### src/rtl/arbiter_env_ctrl_pkg.sv
// Shared encodings and defaults for the arbiter environment controller
// and its four-phase client sub-blocks.
package arbiter_env_ctrl_pkg;

  localparam int DEF_SYNC_STAGES = 2;
  localparam int DEF_CNT_W       = 8;

  typedef enum logic [1:0] {
    C_IDLE = 2'd0,
    C_REQ  = 2'd1,
    C_HOLD = 2'd2,
    C_REL  = 2'd3
  } client_state_t;

  typedef enum logic [1:0] {
    R_IDLE = 2'd0,
    R_UP   = 2'd1,
    R_GNT  = 2'd2,
    R_DN   = 2'd3
  } root_state_t;

endpackage

### src/rtl/arbiter_env_ctrl_hs4_client.sv
// Four-phase handshake client: requests, holds the grant for a programmable
// number of cycles, releases, and waits for the grant to drop.
module hs4_client
  import arbiter_env_ctrl_pkg::*;
#(
  parameter int CNT_W = DEF_CNT_W
) (
  input  logic             clk,
  input  logic             rst,
  input  logic             start_ok,
  input  logic [3:0]       hold_cycles,
  input  logic             g_s,
  output logic             r,
  output logic [CNT_W-1:0] grant_cnt,
  output logic             idle_grant,
  output logic             busy
);

  client_state_t    state, state_next;
  logic [3:0]       hold_cnt, hold_cnt_next;
  logic [CNT_W-1:0] grant_cnt_next;
  logic             g_prev;

  always_ff @(posedge clk) begin
    if (rst) begin
      state     <= C_IDLE;
      hold_cnt  <= 4'd0;
      grant_cnt <= '0;
      r         <= 1'b0;
      g_prev    <= 1'b0;
    end else begin
      state     <= state_next;
      hold_cnt  <= hold_cnt_next;
      grant_cnt <= grant_cnt_next;
      r         <= (state_next == C_REQ) || (state_next == C_HOLD);
      g_prev    <= g_s;
    end
  end

  // start_ok is only looked at in IDLE, so dropping it never aborts a handshake
  always_comb begin
    state_next     = state;
    hold_cnt_next  = hold_cnt;
    grant_cnt_next = grant_cnt;
    case (state)
      C_IDLE: begin
        if (start_ok && !g_s) state_next = C_REQ;
      end
      C_REQ: begin
        if (g_s) begin
          state_next    = C_HOLD;
          hold_cnt_next = hold_cycles;
          if (grant_cnt != {CNT_W{1'b1}})
            grant_cnt_next = grant_cnt + {{(CNT_W-1){1'b0}}, 1'b1};
        end
      end
      C_HOLD: begin
        if (hold_cnt == 4'd0) state_next = C_REL;
        else                  hold_cnt_next = hold_cnt - 4'd1;
      end
      C_REL: begin
        if (!g_s) state_next = C_IDLE;
      end
      default: state_next = C_IDLE;
    endcase
  end

  assign idle_grant = g_s && !g_prev && (state == C_IDLE);
  assign busy       = (state != C_IDLE);

endmodule

### src/rtl/arbiter_env_ctrl.sv
// Environment around a two-input asynchronous arbiter cell: two four-phase
// clients, a root responder with programmable delay, and error monitors.
module arbiter_env_ctrl
  import arbiter_env_ctrl_pkg::*;
#(
  parameter int SYNC_STAGES = DEF_SYNC_STAGES,
  parameter int CNT_W       = DEF_CNT_W
) (
  input  logic             wb_clk_i,
  input  logic             wb_rst_i,
  input  logic             en,
  input  logic [1:0]       req_mask,
  input  logic [3:0]       hold_cycles,
  input  logic [3:0]       gc_delay,
  input  logic             g0_a,
  input  logic             g1_a,
  input  logic             rc_a,
  output logic             r0,
  output logic             r1,
  output logic             gc,
  output logic [CNT_W-1:0] grant_cnt0,
  output logic [CNT_W-1:0] grant_cnt1,
  output logic             mutex_err,
  output logic             proto_err,
  output logic             busy
);

  logic [SYNC_STAGES-1:0] g0_sync, g1_sync, rc_sync;
  logic                   g0_s, g1_s, rc_s;

  always_ff @(posedge wb_clk_i) begin
    if (wb_rst_i) begin
      g0_sync <= '0;
      g1_sync <= '0;
      rc_sync <= '0;
    end else begin
      g0_sync <= {g0_sync[SYNC_STAGES-2:0], g0_a};
      g1_sync <= {g1_sync[SYNC_STAGES-2:0], g1_a};
      rc_sync <= {rc_sync[SYNC_STAGES-2:0], rc_a};
    end
  end

  assign g0_s = g0_sync[SYNC_STAGES-1];
  assign g1_s = g1_sync[SYNC_STAGES-1];
  assign rc_s = rc_sync[SYNC_STAGES-1];

  logic c0_idle_grant, c1_idle_grant, c0_busy, c1_busy;

  hs4_client #(.CNT_W(CNT_W)) u_client0 (
    .clk         (wb_clk_i),
    .rst         (wb_rst_i),
    .start_ok    (en && req_mask[0]),
    .hold_cycles (hold_cycles),
    .g_s         (g0_s),
    .r           (r0),
    .grant_cnt   (grant_cnt0),
    .idle_grant  (c0_idle_grant),
    .busy        (c0_busy)
  );

  hs4_client #(.CNT_W(CNT_W)) u_client1 (
    .clk         (wb_clk_i),
    .rst         (wb_rst_i),
    .start_ok    (en && req_mask[1]),
    .hold_cycles (hold_cycles),
    .g_s         (g1_s),
    .r           (r1),
    .grant_cnt   (grant_cnt1),
    .idle_grant  (c1_idle_grant),
    .busy        (c1_busy)
  );

  root_state_t root_state, root_next;
  logic [3:0]  root_cnt, root_cnt_next;
  logic        root_proto;

  always_ff @(posedge wb_clk_i) begin
    if (wb_rst_i) begin
      root_state <= R_IDLE;
      root_cnt   <= 4'd0;
      gc         <= 1'b0;
      mutex_err  <= 1'b0;
      proto_err  <= 1'b0;
    end else begin
      root_state <= root_next;
      root_cnt   <= root_cnt_next;
      gc         <= (root_next == R_GNT) || (root_next == R_DN);
      mutex_err  <= mutex_err || (g0_s && g1_s);
      proto_err  <= proto_err || root_proto || c0_idle_grant || c1_idle_grant;
    end
  end

  // A request withdrawn during R_UP is flagged but the grant cycle still runs out
  always_comb begin
    root_next     = root_state;
    root_cnt_next = root_cnt;
    root_proto    = 1'b0;
    case (root_state)
      R_IDLE: begin
        if (rc_s) begin
          root_next     = R_UP;
          root_cnt_next = gc_delay;
        end
      end
      R_UP: begin
        if (!rc_s) root_proto = 1'b1;
        if (root_cnt == 4'd0) root_next = R_GNT;
        else                  root_cnt_next = root_cnt - 4'd1;
      end
      R_GNT: begin
        if (!rc_s) begin
          root_next     = R_DN;
          root_cnt_next = gc_delay;
        end
      end
      R_DN: begin
        if (root_cnt == 4'd0) root_next = R_IDLE;
        else                  root_cnt_next = root_cnt - 4'd1;
      end
      default: root_next = R_IDLE;
    endcase
  end

  assign busy = c0_busy || c1_busy || (root_state != R_IDLE);

endmodule

### config.mk
export PLATFORM = sky130hd
export DESIGN_NAME = arbiter_env_ctrl
export DESIGN_NICKNAME = d
export VERILOG_FILES = /design/src/rtl/arbiter_env_ctrl_pkg.sv /design/src/rtl/arbiter_env_ctrl_hs4_client.sv /design/src/rtl/arbiter_env_ctrl.sv
export SDC_FILE = /design/constraint.sdc
export NUM_CORES = 1
export LEC_CHECK = 0
export BUFFER_PORTS_ARGS = -buffer_cell sky130_fd_sc_hd__buf_2
export CAP_MARGIN = 20
export CORE_UTILIZATION = 49
export CTS_CLUSTER_SIZE = 40
export DETAILED_ROUTE_END_ITERATION = 10
export PLACE_DENSITY = 0.85
export RECOVER_POWER = 100
export SETUP_SLACK_MARGIN = 0.1
export SYNTH_ARGS = -nofsm -noshare
export SYNTH_HDL_FRONTEND = slang
export SYNTH_SLANG_ARGS = --single-unit
### constraint.sdc
create_clock -name wb_clk_i -period 1.5 [get_ports wb_clk_i]
set_clock_uncertainty 0.15 [all_clocks]
set_input_delay 0.225 -clock wb_clk_i [delete_from_list [all_inputs] [get_ports wb_clk_i]]
set_output_delay 0.225 -clock wb_clk_i [all_outputs]
set_load 0.02 [all_outputs]
==> results of run 1 <==
timing repair:
action / in CTS / in global routing
endpoints found under the hold margin: 3 / 0
gates cloned: 3 / 0
hold buffers: 3 / 0
endpoints found under the setup margin: 30 / 35
pin swaps: 39 / 30
resized for setup: 29 / 32
buffers inserted: 23 / 7
worst reg2reg max path, stage by stage, from the launching register on:
cell     delay [ns]
dfxtp_2        0.36
buf_4          0.12
and3b_2        0.27
o21ai_4        0.10
or4_1          0.46
a21oi_1        0.16
per-stage QoR:
stage | instances | cell area [sq um] | utilization [%]
6_report | 397 | 3360 | 82.9
3_3_place_gp | 353 | 2720 | 67.1
3_5_place_dp | 353 | 2720 | 67.1
5_1_grt | 397 | 3360 | 82.9
2_1_floorplan | 240 | 2250 | -
4_1_cts | 390 | 3150 | 77.6
logic make-up after synthesis:
kind of cell / after synthesis / synth area share, %
multiplexers: 3 / 1.44
XOR/XNOR: 9 / 3.77
buffers and inverters: 18 / 3.30
AND/OR/NAND/NOR: 97 / 25.9
adder cells (fa/ha/maj): 5 / 3.00
AO/OA/AOI/OAI: 62 / 18.5
flip-flops: 46 / 44.1
power groups by stage:
stage	Combinational, uW	Sequential (uW)	Clock [uW]
detailed placement	729	1400	0
global placement	701	1400	0
CTS	894	1370	798
floorplan	439	1420	0
finish	1080	1380	798
global route	1170	1390	841
how the worst max path moves through the flow:
stage / from / end / depth (start not counted)
CTS: root_state[0] / busy / 4
global route: root_state[0] / busy / 4
global placement: u_client1.hold_cnt[1] / u_client1.hold_cnt[0] / 6
finish: u_client0.state[0] / busy / 4
detailed placement: u_client1.hold_cnt[1] / u_client1.hold_cnt[0] / 6
floorplan: u_client1.hold_cnt[1] / u_client1.hold_cnt[0] / 6
area by class of cell:
type,count,area (sq um)
clock buffer,6,82.6
clock inverter,2,12.5
fill,207,694
inverter,11,41.3
multi-input combinational,179,1450
sequential,46,972
tap,50,62.6
timing repair buffer,103,747
routing by layer:
layer,vias up,global-route usage (%),wire length (microns)
met4,0,13.6,366
met2,98,49.5,3740
met3,36,6.25,362
met1,1156,32.5,2860
met5,-,0,0
li1,1072,-,-
state kept, by name, indices dropped and copies added (netlist names), 4 cells and up:
register	count
u_client1.grant_cnt	8
root_cnt	4
u_client0.hold_cnt	4
u_client0.grant_cnt	8
u_client1.hold_cnt	4
layout by cell type, fill, tap and decap left out, drive strengths merged, types with 4 or more instances in the layout:
cell / instances
o21ai: 14
inv: 11
a21oi: 31
a31oi: 4
nor3: 5
or3: 7
buf: 99
xor2: 6
nand3: 6
nor2b: 9
nor2: 24
clkbuf: 7
dfxtp: 46
nand2: 14
ha: 5
==> reports/qor.csv, run 1 <==
metric,value,unit
outcome,"complete, but fails checks",
failing checks,setup timing,
diodes inserted,0,
number of max-cap violations,0,
hpwl dp,3.52,mm
top-area cell type share of the netlist area,44.1,%
GP Congestion,0.873,
Worst Path Buf+Inv,2,
top-count cell post-synth,dfxtp_1,
P_leak,0.00136,uW
minimum clock period,1.69,ns
Switching Fraction,31.7,%
Critical Path End Type,primary output,
H-tree lvl count,2,
slowest cell on the critical path,dfxtp_2,
Inserted Clock Buffers,5,
Root Driver,clkbuf_8,
Vias/cell,5.95,
Port Buffer Count,37,
worst reg2reg path startpoint,u_client0.state[0],
Synth Warn #,0,
Worst Reg-to-Reg Cells,5,
Hold Path Class,in2reg,
clock sink count,46,
Tot GR Track Use,28.4,%
first-pass GRT wire length,9.50,mm
cell family with most CP delay,simple AND/OR/NAND/NOR gates,
Top Ports,38,
"Top FF cell, synth",dfxtp_1,
Worst-Margin Slew,0.976,ns
Iteration-0 DRC Markers,202,
Int Pwr,2230,uW
Critical Path RT,1.12,ns
Critical Path AT,1.32,ns
Clock power frac,24.5,%
Reg2Reg Setup Slack,-0.18,ns
Seq pwr share,42.4,%
crit-path cells,buf_6 -> nor4_4 -> nand2_1 -> buf_6,
Rows,23,
# DRC,0,
synthesized netlist cell count,240,
Worst setup SP type,register,
DRT Pass-1 Iters,4,
hold_ws,0.0523,ns
Most common cell on crit path,buf_6,
number of global-route vias before repair,2140,
initial antenna violation count,0,
maximum clock frequency,0.591,GHz
Synth Area per Inst,8.70,sq um
final max-slew violation count,0,
Rel. slew slack,34.9,%
overall power,3260,uW
Setup Viol. Count Final,23,
Die W,67.3,microns
Nets,367,
critical path's largest stage delay,0.34,ns
TNS Setup,-1.95,ns
final wirelength,7.33,mm
Max clock buf depth,2,
Vias,2362,
Hold Crit Endpoint,u_client0.hold_cnt[0],
post-synthesis sequential area ratio,44.1,%
"Clk Latency, worst-skew pair",0.31,ns
unrepaired setup endpoints after global routing,yes,
initial core utilization,51.5,%
Final Cycle Share,113,%
Post-synth ARST share,0,%
CTS tree,built,
PwrDens,970,mW/mm^2
"Reg clk slew, reported paths",0.08,ns
global route overflow,0,
Synth cell types,49,
"EDFF count, synth",0,
synthesized area,0.00209,sq mm
worst hold start,hold_cycles[0],
final worst slack,-0.192,ns
Reg-to-Reg End,u_client0.grant_cnt[7],
Synth Register Bits,46,
share of layout cells above drive strength 1,53.6,%
Die Y-Extent,67.3,microns
final hold violations,0,
largest net degree at the start of global routing,33,
Core Box Area,0.00406,sq mm
area grow syn2layout,61.1,%
Hold Crit Depth,3,
most frequent cells after synthesis,"46 x dfxtp_1, 27 x a21oi_1, 24 x nor2_1, 14 x nand2_1, 11 x inv_1",
"area leader, netlist",dfxtp_1,
die area,0.00453,sq mm
NetSw,1040,uW
WL/cell,18.5,microns
WS Path Type,reg2out,
syn_nets,261,
Gate power share,33.2,%
Synth area leaders,"dfxtp_1 44%, a21oi_1 6.5%, nor2_1 4.3%",
critical path peak fanout,5,
"worst slack, placed",-0.129,ns
Post-DRT Antenna Nets,0,
Peak VDD IR,0.00102,V
(Power assumes the default switching activity.)
==> inputs of run 2 (changes only) <==
==> constraint.sdc (replaced) <==
create_clock -name wb_clk_i -period 1.5 [get_ports wb_clk_i]
set_clock_uncertainty 0.15 [all_clocks]
set_input_delay 0.375 -clock wb_clk_i [delete_from_list [all_inputs] [get_ports wb_clk_i]]
set_output_delay 0.375 -clock wb_clk_i [all_outputs]
set_load 0.02 [all_outputs]
==> run 2 against run 1 <==
Effect of this change: the flow still finishes with violations (setup timing); combinational power grew 6%; sequential cell count is the same; final area grew 1.6%; global-route usage shrank 1.1 points; die area is the same; final cell count shrank 0.76%; fmax shrank 6.5%; sequential power grew 4%; clock power grew 1%; critical endpoint unchanged; highest routed layer unchanged.
==> reports/qor.csv, run 2 (synthesis results as in run 1) <==
metric,value,unit,change
Top Ports,38,,unchanged
largest net degree at the start of global routing,18,,-45%
Fillers,200,,-3.4%
final worst slack,-0.310,ns,-0.118 ns
"commonest non-fill, non-tap cell in the layout",buf_4,,
share of layout cells above drive strength 1,53.2,%,-0.40 points
Gate power share,33.9,%,+0.7 points
Iteration-0 DRC Markers,144,,-29%
Die W,67.3,microns,unchanged
Root Driver,clkbuf_8,,
Max clock buf depth,2,,unchanged
Worst Reg-to-Reg Cells,6,,+1
Rows,23,,unchanged
Vias/cell,5.90,,-0.90%
worst setup path endpoint,busy,,
number of max-cap violations,0,,unchanged
global route overflow,0,,unchanged
Inserted Clock Buffers,5,,unchanged
first-pass GRT wire length,9.16,mm,-3.6%
NetSw,1110,uW,+6.8%
Critical Path End Type,primary output,,
number of global-route vias before repair,2022,,-5.5%
Hold Path Class,in2reg,,
final hold violations,0,,unchanged
minimum clock period,1.81,ns,+0.118 ns
Critical Path RT,0.97,ns,-0.15 ns
outcome,"complete, but fails checks",,
Port Buffer Count,37,,unchanged
Switching Fraction,32.6,%,+0.90 points
Worst setup SP type,register,,
unrepaired setup endpoints after global routing,yes,,
WL/cell,18.6,microns,+0.71%
Clock power frac,23.9,%,-0.6 points
cts hold-fix bufs,0,,-3
"Clk Latency, worst-skew pair",0.31,ns,about the same
Nets,364,,-0.82%
Most common cell on crit path,buf_6,,
Post-DRT Antenna Nets,0,,unchanged
Rel. slew slack,44.4,%,+9.5 points
Critical path origin,u_client0.state[1],,
critical path's largest stage delay,0.34,ns,about the same
diodes inserted,0,,unchanged
initial antenna violation count,0,,unchanged
Reg-to-Reg End,u_client0.grant_cnt[2],,
Worst-Margin Slew,0.833,ns,-0.143 ns
WS Path Type,reg2out,,
critical path peak fanout,2,,-3
Core Box Area,0.00406,sq mm,unchanged
area of the multi-input gates,0.00144,sq mm,about the same
final max-slew violation count,0,,unchanged
worst reg2reg path startpoint,u_client0.state[1],,
Die Y-Extent,67.3,microns,unchanged
TNS Setup,-4.05,ns,-2.10 ns
largest registers,"u_client0.grant_cnt: 8 flops, u_client1.grant_cnt: 8 flops",,
maximum clock frequency,0.552,GHz,-6.5%
Peak VDD IR,0.00150,V,+47%
PwrDens,992,mW/mm^2,+2.3%
area grow syn2layout,63.6,%,
hold_ws,0.119,ns,+0.0669 ns
final wirelength,7.32,mm,about the same
failing checks,setup timing,,
Vias,2323,,-1.7%
Critical Path AT,1.29,ns,-0.03 ns
Final Cycle Share,121,%,+7.9 points
H-tree lvl count,2,,unchanged
P_leak,0.00132,uW,-2.8%
GP Congestion,0.850,,-2.6%
DRT Pass-1 Iters,4,,unchanged
Final Instance Count excl. Fillers,394,,-0.76%
die area,0.00453,sq mm,unchanged
"Reg clk slew, reported paths",0.09,ns,about the same
Reg2Reg Setup Slack,-0.30,ns,-0.12 ns
Tot GR Track Use,27.2,%,-1.1 points
Int Pwr,2280,uW,+2.5%
DP Cell Count,354,,+0.28%
CTS tree,built,,
hpwl dp,3.41,mm,-3.2%
clock sink count,46,,unchanged
initial core utilization,51.5,%,unchanged
worst hold start,rc_a,,
most frequent cells in the layout,"46 x buf_4, 28 x buf_6, 22 x nor2_1, 20 x a21oi_1, 18 x dfxtp_1",,
# DRC,0,,unchanged
Setup Viol. Count Final,29,,+26%
slowest cell on the critical path,dfxtp_2,,
Seq pwr share,42.3,%,about the same
crit-path cells,buf_6 -> nor4_4 -> nand2_1 -> buf_6,,
Sequential Area,986,sq um,+1.4%
-- run 2: cell count changes in the layout (fill, tap and decap cells not counted), moves of 2 or more --
| cell | delta |
|---|---|
| xor2_1 | +2 |
| dlygate4sd3_1 | -3 |
| buf_2 | -21 |
| dfxtp_1 | -3 |
| buf_6 | +16 |
| nor3_2 | +2 |
| buf_4 | -5 |
| dfxtp_4 | +4 |
| xor2_2 | -2 |
| clkbuf_4 | +2 |
| clkbuf_1 | +8 |
-- run 2: what timing repair did --
| action | CTS | global route |
|---|---|---|
| setup endpoints to repair | 37 | 47 |
| resized for setup | 49 | 54 |
| pin swaps | 39 | 30 |
| cloned | 3 | 0 |
| setup buffers | 13 | 18 |
-- run 2: worst min-delay path by stage --
stage,cells after the start,to
floorplan,1,g0_sync[1]
finish,2,rc_sync[0]
CTS,2,rc_sync[0]
global placement,1,rc_sync[1]
detailed placement,1,rc_sync[1]
global route,2,g1_sync[0]
-- run 2: cell type report --
class | count | share of cell area, %
clock buffer | 6 | 2.42
clock inverter | 2 | 0.366
inverter | 11 | 1.28
multi-input combinational | 179 | 42.3
sequential | 46 | 28.9
tap | 50 | 1.83
timing repair buffer | 100 | 23.0
-- run 2: worst max-delay path, delay by kind of cell (launching register included) --
kind / cells / cell delay [ns]
DFF: 1 / 0.34
buffers and inverters: 2 / 0.28
and+or+nand+nor: 2 / 0.36
-- run 2: power groups by stage --
| stage | Clock, uW | Combinational, uW | Sequential, uW |
|---|---|---|---|
| final | 809 | 1150 | 1430 |
| after detailed placement | 0 | 716 | 1420 |
| after global routing | 869 | 1210 | 1450 |
| after CTS | 800 | 855 | 1400 |
| after global placement | 0 | 690 | 1420 |
| after floorplan | 0 | 439 | 1420 |
-- run 2: layer usage --
metal  up-vias  track usage (%)  routed length (microns)
li1       1065                -                        -
met1      1114             33.2                     2900
met5         -                0                        0
met2       102             45.1                     3590
met3        42             5.41                      370
met4         0             14.1                      461
-- run 2: per-stage QoR --
| step | worst slack, ns | cell area, sq um | power, uW | util (%) |
|---|---|---|---|---|
| 5_1_grt | -0.365 | 3420 | 3530 | 84.2 |
| 3_5_place_dp | -0.139 | 2720 | 2140 | 67.0 |
| 2_1_floorplan | -0.0559 | 2250 | 1860 | - |
| 3_3_place_gp | -0.0839 | 2720 | 2110 | 67.0 |
| 6_report | -0.310 | 3420 | 3390 | 84.2 |
| 4_1_cts | -0.271 | 3110 | 3050 | 76.7 |
==> inputs of run 3 (changes only) <==
--- a/config.mk
+++ b/config.mk
@@ -10,7 +10,7 @@
 export CORE_UTILIZATION = 49
 export CTS_CLUSTER_SIZE = 40
 export DETAILED_ROUTE_END_ITERATION = 10
-export PLACE_DENSITY = 0.85
+export PLACE_DENSITY = 0.82
 export RECOVER_POWER = 100
 export SETUP_SLACK_MARGIN = 0.1
 export SYNTH_ARGS = -nofsm -noshare
==> run 3 against run 2 <==
Effect of this change: the run still ends with setup timing left; sequential share of layout area is 0.12 points higher; clock-buffer cell count stayed put; sequential cell count stayed put; wire length is 4.8% higher; global-route usage is 3.0 points higher; die area stayed put; non-clock buffer count is 1 higher; clock power is 1% higher; combinational power is 4% higher.
==> reports/qor.csv, run 3 (synthesis results as in run 1) <==
metric,value,unit,change
most frequent cells in the layout,"50 x buf_4, 24 x buf_6, 22 x nor2_1, 20 x a21oi_1, 20 x buf_2",,
Rel. slew slack,58.1,%,+14 points
Reg-to-Reg End,u_client0.grant_cnt[7],,
Port Buffer Count,37,,unchanged
Worst setup SP type,register,,
minimum clock period,1.80,ns,-0.0116 ns
Inserted Clock Buffers,5,,unchanged
"Clk Latency, worst-skew pair",0.32,ns,about the same
critical path peak fanout,3,,+1
final worst slack,-0.299,ns,+0.0116 ns
worst reg2reg path startpoint,u_client0.state[1],,
Reg2Reg Setup Slack,-0.25,ns,+0.05 ns
Vias/cell,6.10,,+3.4%
Iteration-0 DRC Markers,247,,+72%
Critical Path End Type,primary output,,
Tot GR Track Use,30.3,%,+3.0 points
clock sink count,46,,unchanged
Setup Viol. Count Final,29,,unchanged
Switching Fraction,32.9,%,+0.33 points
Worst Reg-to-Reg Cells,5,,-1
Root Driver,clkbuf_8,,
Hold Crit Endpoint,rc_sync[0],,
P_leak,0.00137,uW,+3.9%
Post-DRT Antenna Nets,0,,unchanged
first-pass GRT wire length,10.1,mm,+10%
initial core utilization,51.5,%,unchanged
global route overflow,0,,unchanged
worst hold start,rc_a,,
Hold Crit Depth,2,,unchanged
Worst-Margin Slew,0.628,ns,-0.205 ns
NetSw,1130,uW,+2.3%
Rows,23,,unchanged
area grow syn2layout,64.8,%,
cts hold-fix bufs,0,,unchanged
CTS tree,built,,
H-tree lvl count,2,,unchanged
initial antenna violation count,0,,unchanged
# DRC,0,,unchanged
unrepaired setup endpoints after global routing,yes,,
die area,0.00453,sq mm,unchanged
number of global-route vias before repair,2215,,+9.5%
outcome,"complete, but fails checks",,
Peak VDD IR,0.00170,V,+14%
GP Congestion,0.869,,+2.2%
maximum clock frequency,0.556,GHz,+0.64%
Die Y-Extent,67.3,microns,unchanged
critical path's largest stage delay,0.34,ns,about the same
largest net degree at the start of global routing,17,,-1
Hold Path Class,in2reg,,
TNS Setup,-3.60,ns,+0.455 ns
largest registers,"u_client0.grant_cnt: 8 flops, u_client1.grant_cnt: 8 flops",,
Seq pwr share,41.2,%,-1.1 points
failing checks,setup timing,,
PwrDens,998,mW/mm^2,+0.58%
WL/cell,19.4,microns,+4.5%
diodes inserted,0,,unchanged
final max-slew violation count,0,,unchanged
WS Path Type,reg2out,,
overall power,3430,uW,+1.3%
Nets,365,,+0.27%
final wirelength,7.67,mm,+4.8%
Die W,67.3,microns,unchanged
"commonest non-fill, non-tap cell in the layout",buf_4,,
Critical Path AT,1.27,ns,-0.02 ns
hpwl dp,3.69,mm,+8.3%
slowest cell on the critical path,dfxtp_2,,
"Reg clk slew, reported paths",0.09,ns,about the same
Top Ports,38,,unchanged
Clock power frac,23.9,%,about the same
crit-path cells,buf_6 -> nor4_4 -> nand2_1 -> buf_6,,
Most common cell on crit path,buf_6,,
Vias,2409,,+3.7%
DRT Pass-1 Iters,5,,+1
Core Box Area,0.00406,sq mm,unchanged
share of layout cells above drive strength 1,55.1,%,+1.9 points
Final Cycle Share,120,%,-0.77 points
number of max-cap violations,0,,unchanged
Critical Path RT,0.97,ns,about the same
final hold violations,0,,unchanged
Int Pwr,2300,uW,+0.82%
Gate power share,34.9,%,+1.0 points
Max clock buf depth,2,,unchanged
## run 3: changes by cell type in the layout (fill, tap and decap cells not counted), moves of 2 or more
cell,delta
dfxtp_4,+4
clkbuf_4,-2
clkbuf_1,-5
buf_4,+4
o21ai_4,-2
buf_6,-4
o21ai_2,+2
dfxtp_2,-3
buf_2,+6
## run 3: routing by layer
metal  up-vias  wire (microns)  GRT usage (%)
met5         -               0              0
met3        40             552           8.78
met4         0             312           15.2
li1       1076               -              -
met1      1161            2930           33.3
met2       132            3880           52.6
## run 3: how the worst max path moves through the flow
stage                          start                     to  slack [ns]  cells after the start
6_report          u_client0.state[0]                   busy       -0.30                      4
5_1_grt           u_client0.state[0]                   busy       -0.35                      4
4_1_cts           u_client0.state[1]                   busy       -0.27                      4
3_5_place_dp   u_client1.hold_cnt[1]  u_client1.hold_cnt[3]       -0.16                      6
3_3_place_gp   u_client1.hold_cnt[1]  u_client1.hold_cnt[0]       -0.08                      6
2_1_floorplan  u_client1.hold_cnt[1]  u_client1.hold_cnt[0]       -0.06                      6
## run 3: area by class of cell
type	instances	area, sq um
Clock buffer	6	82.6
Multi-Input combinational cell	179	1450
Inverter	11	41.3
Timing Repair Buffer	101	791
Sequential cell	46	997
Clock inverter	2	12.5
Fill cell	188	617
Tap cell	50	62.6
## run 3: power groups by stage
stage	Combinational [uW]	Sequential, uW	Clock, uW
after floorplan	439	1420	0
after global placement	651	1420	0
after detailed placement	693	1420	0
after CTS	858	1400	801
after global routing	1250	1420	879
final	1200	1410	821
## run 3: timing repair
action / CTS / global route
gates resized for setup: 55 / 53
buffers inserted: 21 / 12
endpoints found under the hold margin: 0 / 0
setup endpoints to repair: 37 / 50
cloned: 3 / 0
pin swaps: 36 / 29
## run 3: critical path: cells and delay by family (launching register included)
| kind | cells | cell delay, ns |
|---|---|---|
| DFF | 1 | 0.34 |
| buffers and inverters | 2 | 0.26 |
| and+or+nand+nor | 2 | 0.36 |
## run 3: through the flow
stage                     std cells  utilization, %  instance area, sq um  hold WS, ns  worst slack [ns]
final                           395            84.8                  3440        0.118            -0.299
after detailed placement        354            67.0                  2720        0.299            -0.164
after CTS                       386            78.9                  3200        0.124            -0.272
after floorplan                 240               -                  2250        0.264           -0.0559
after global placement          354            67.0                  2720        0.273           -0.0835
after global routing            395            84.8                  3440        0.116            -0.354
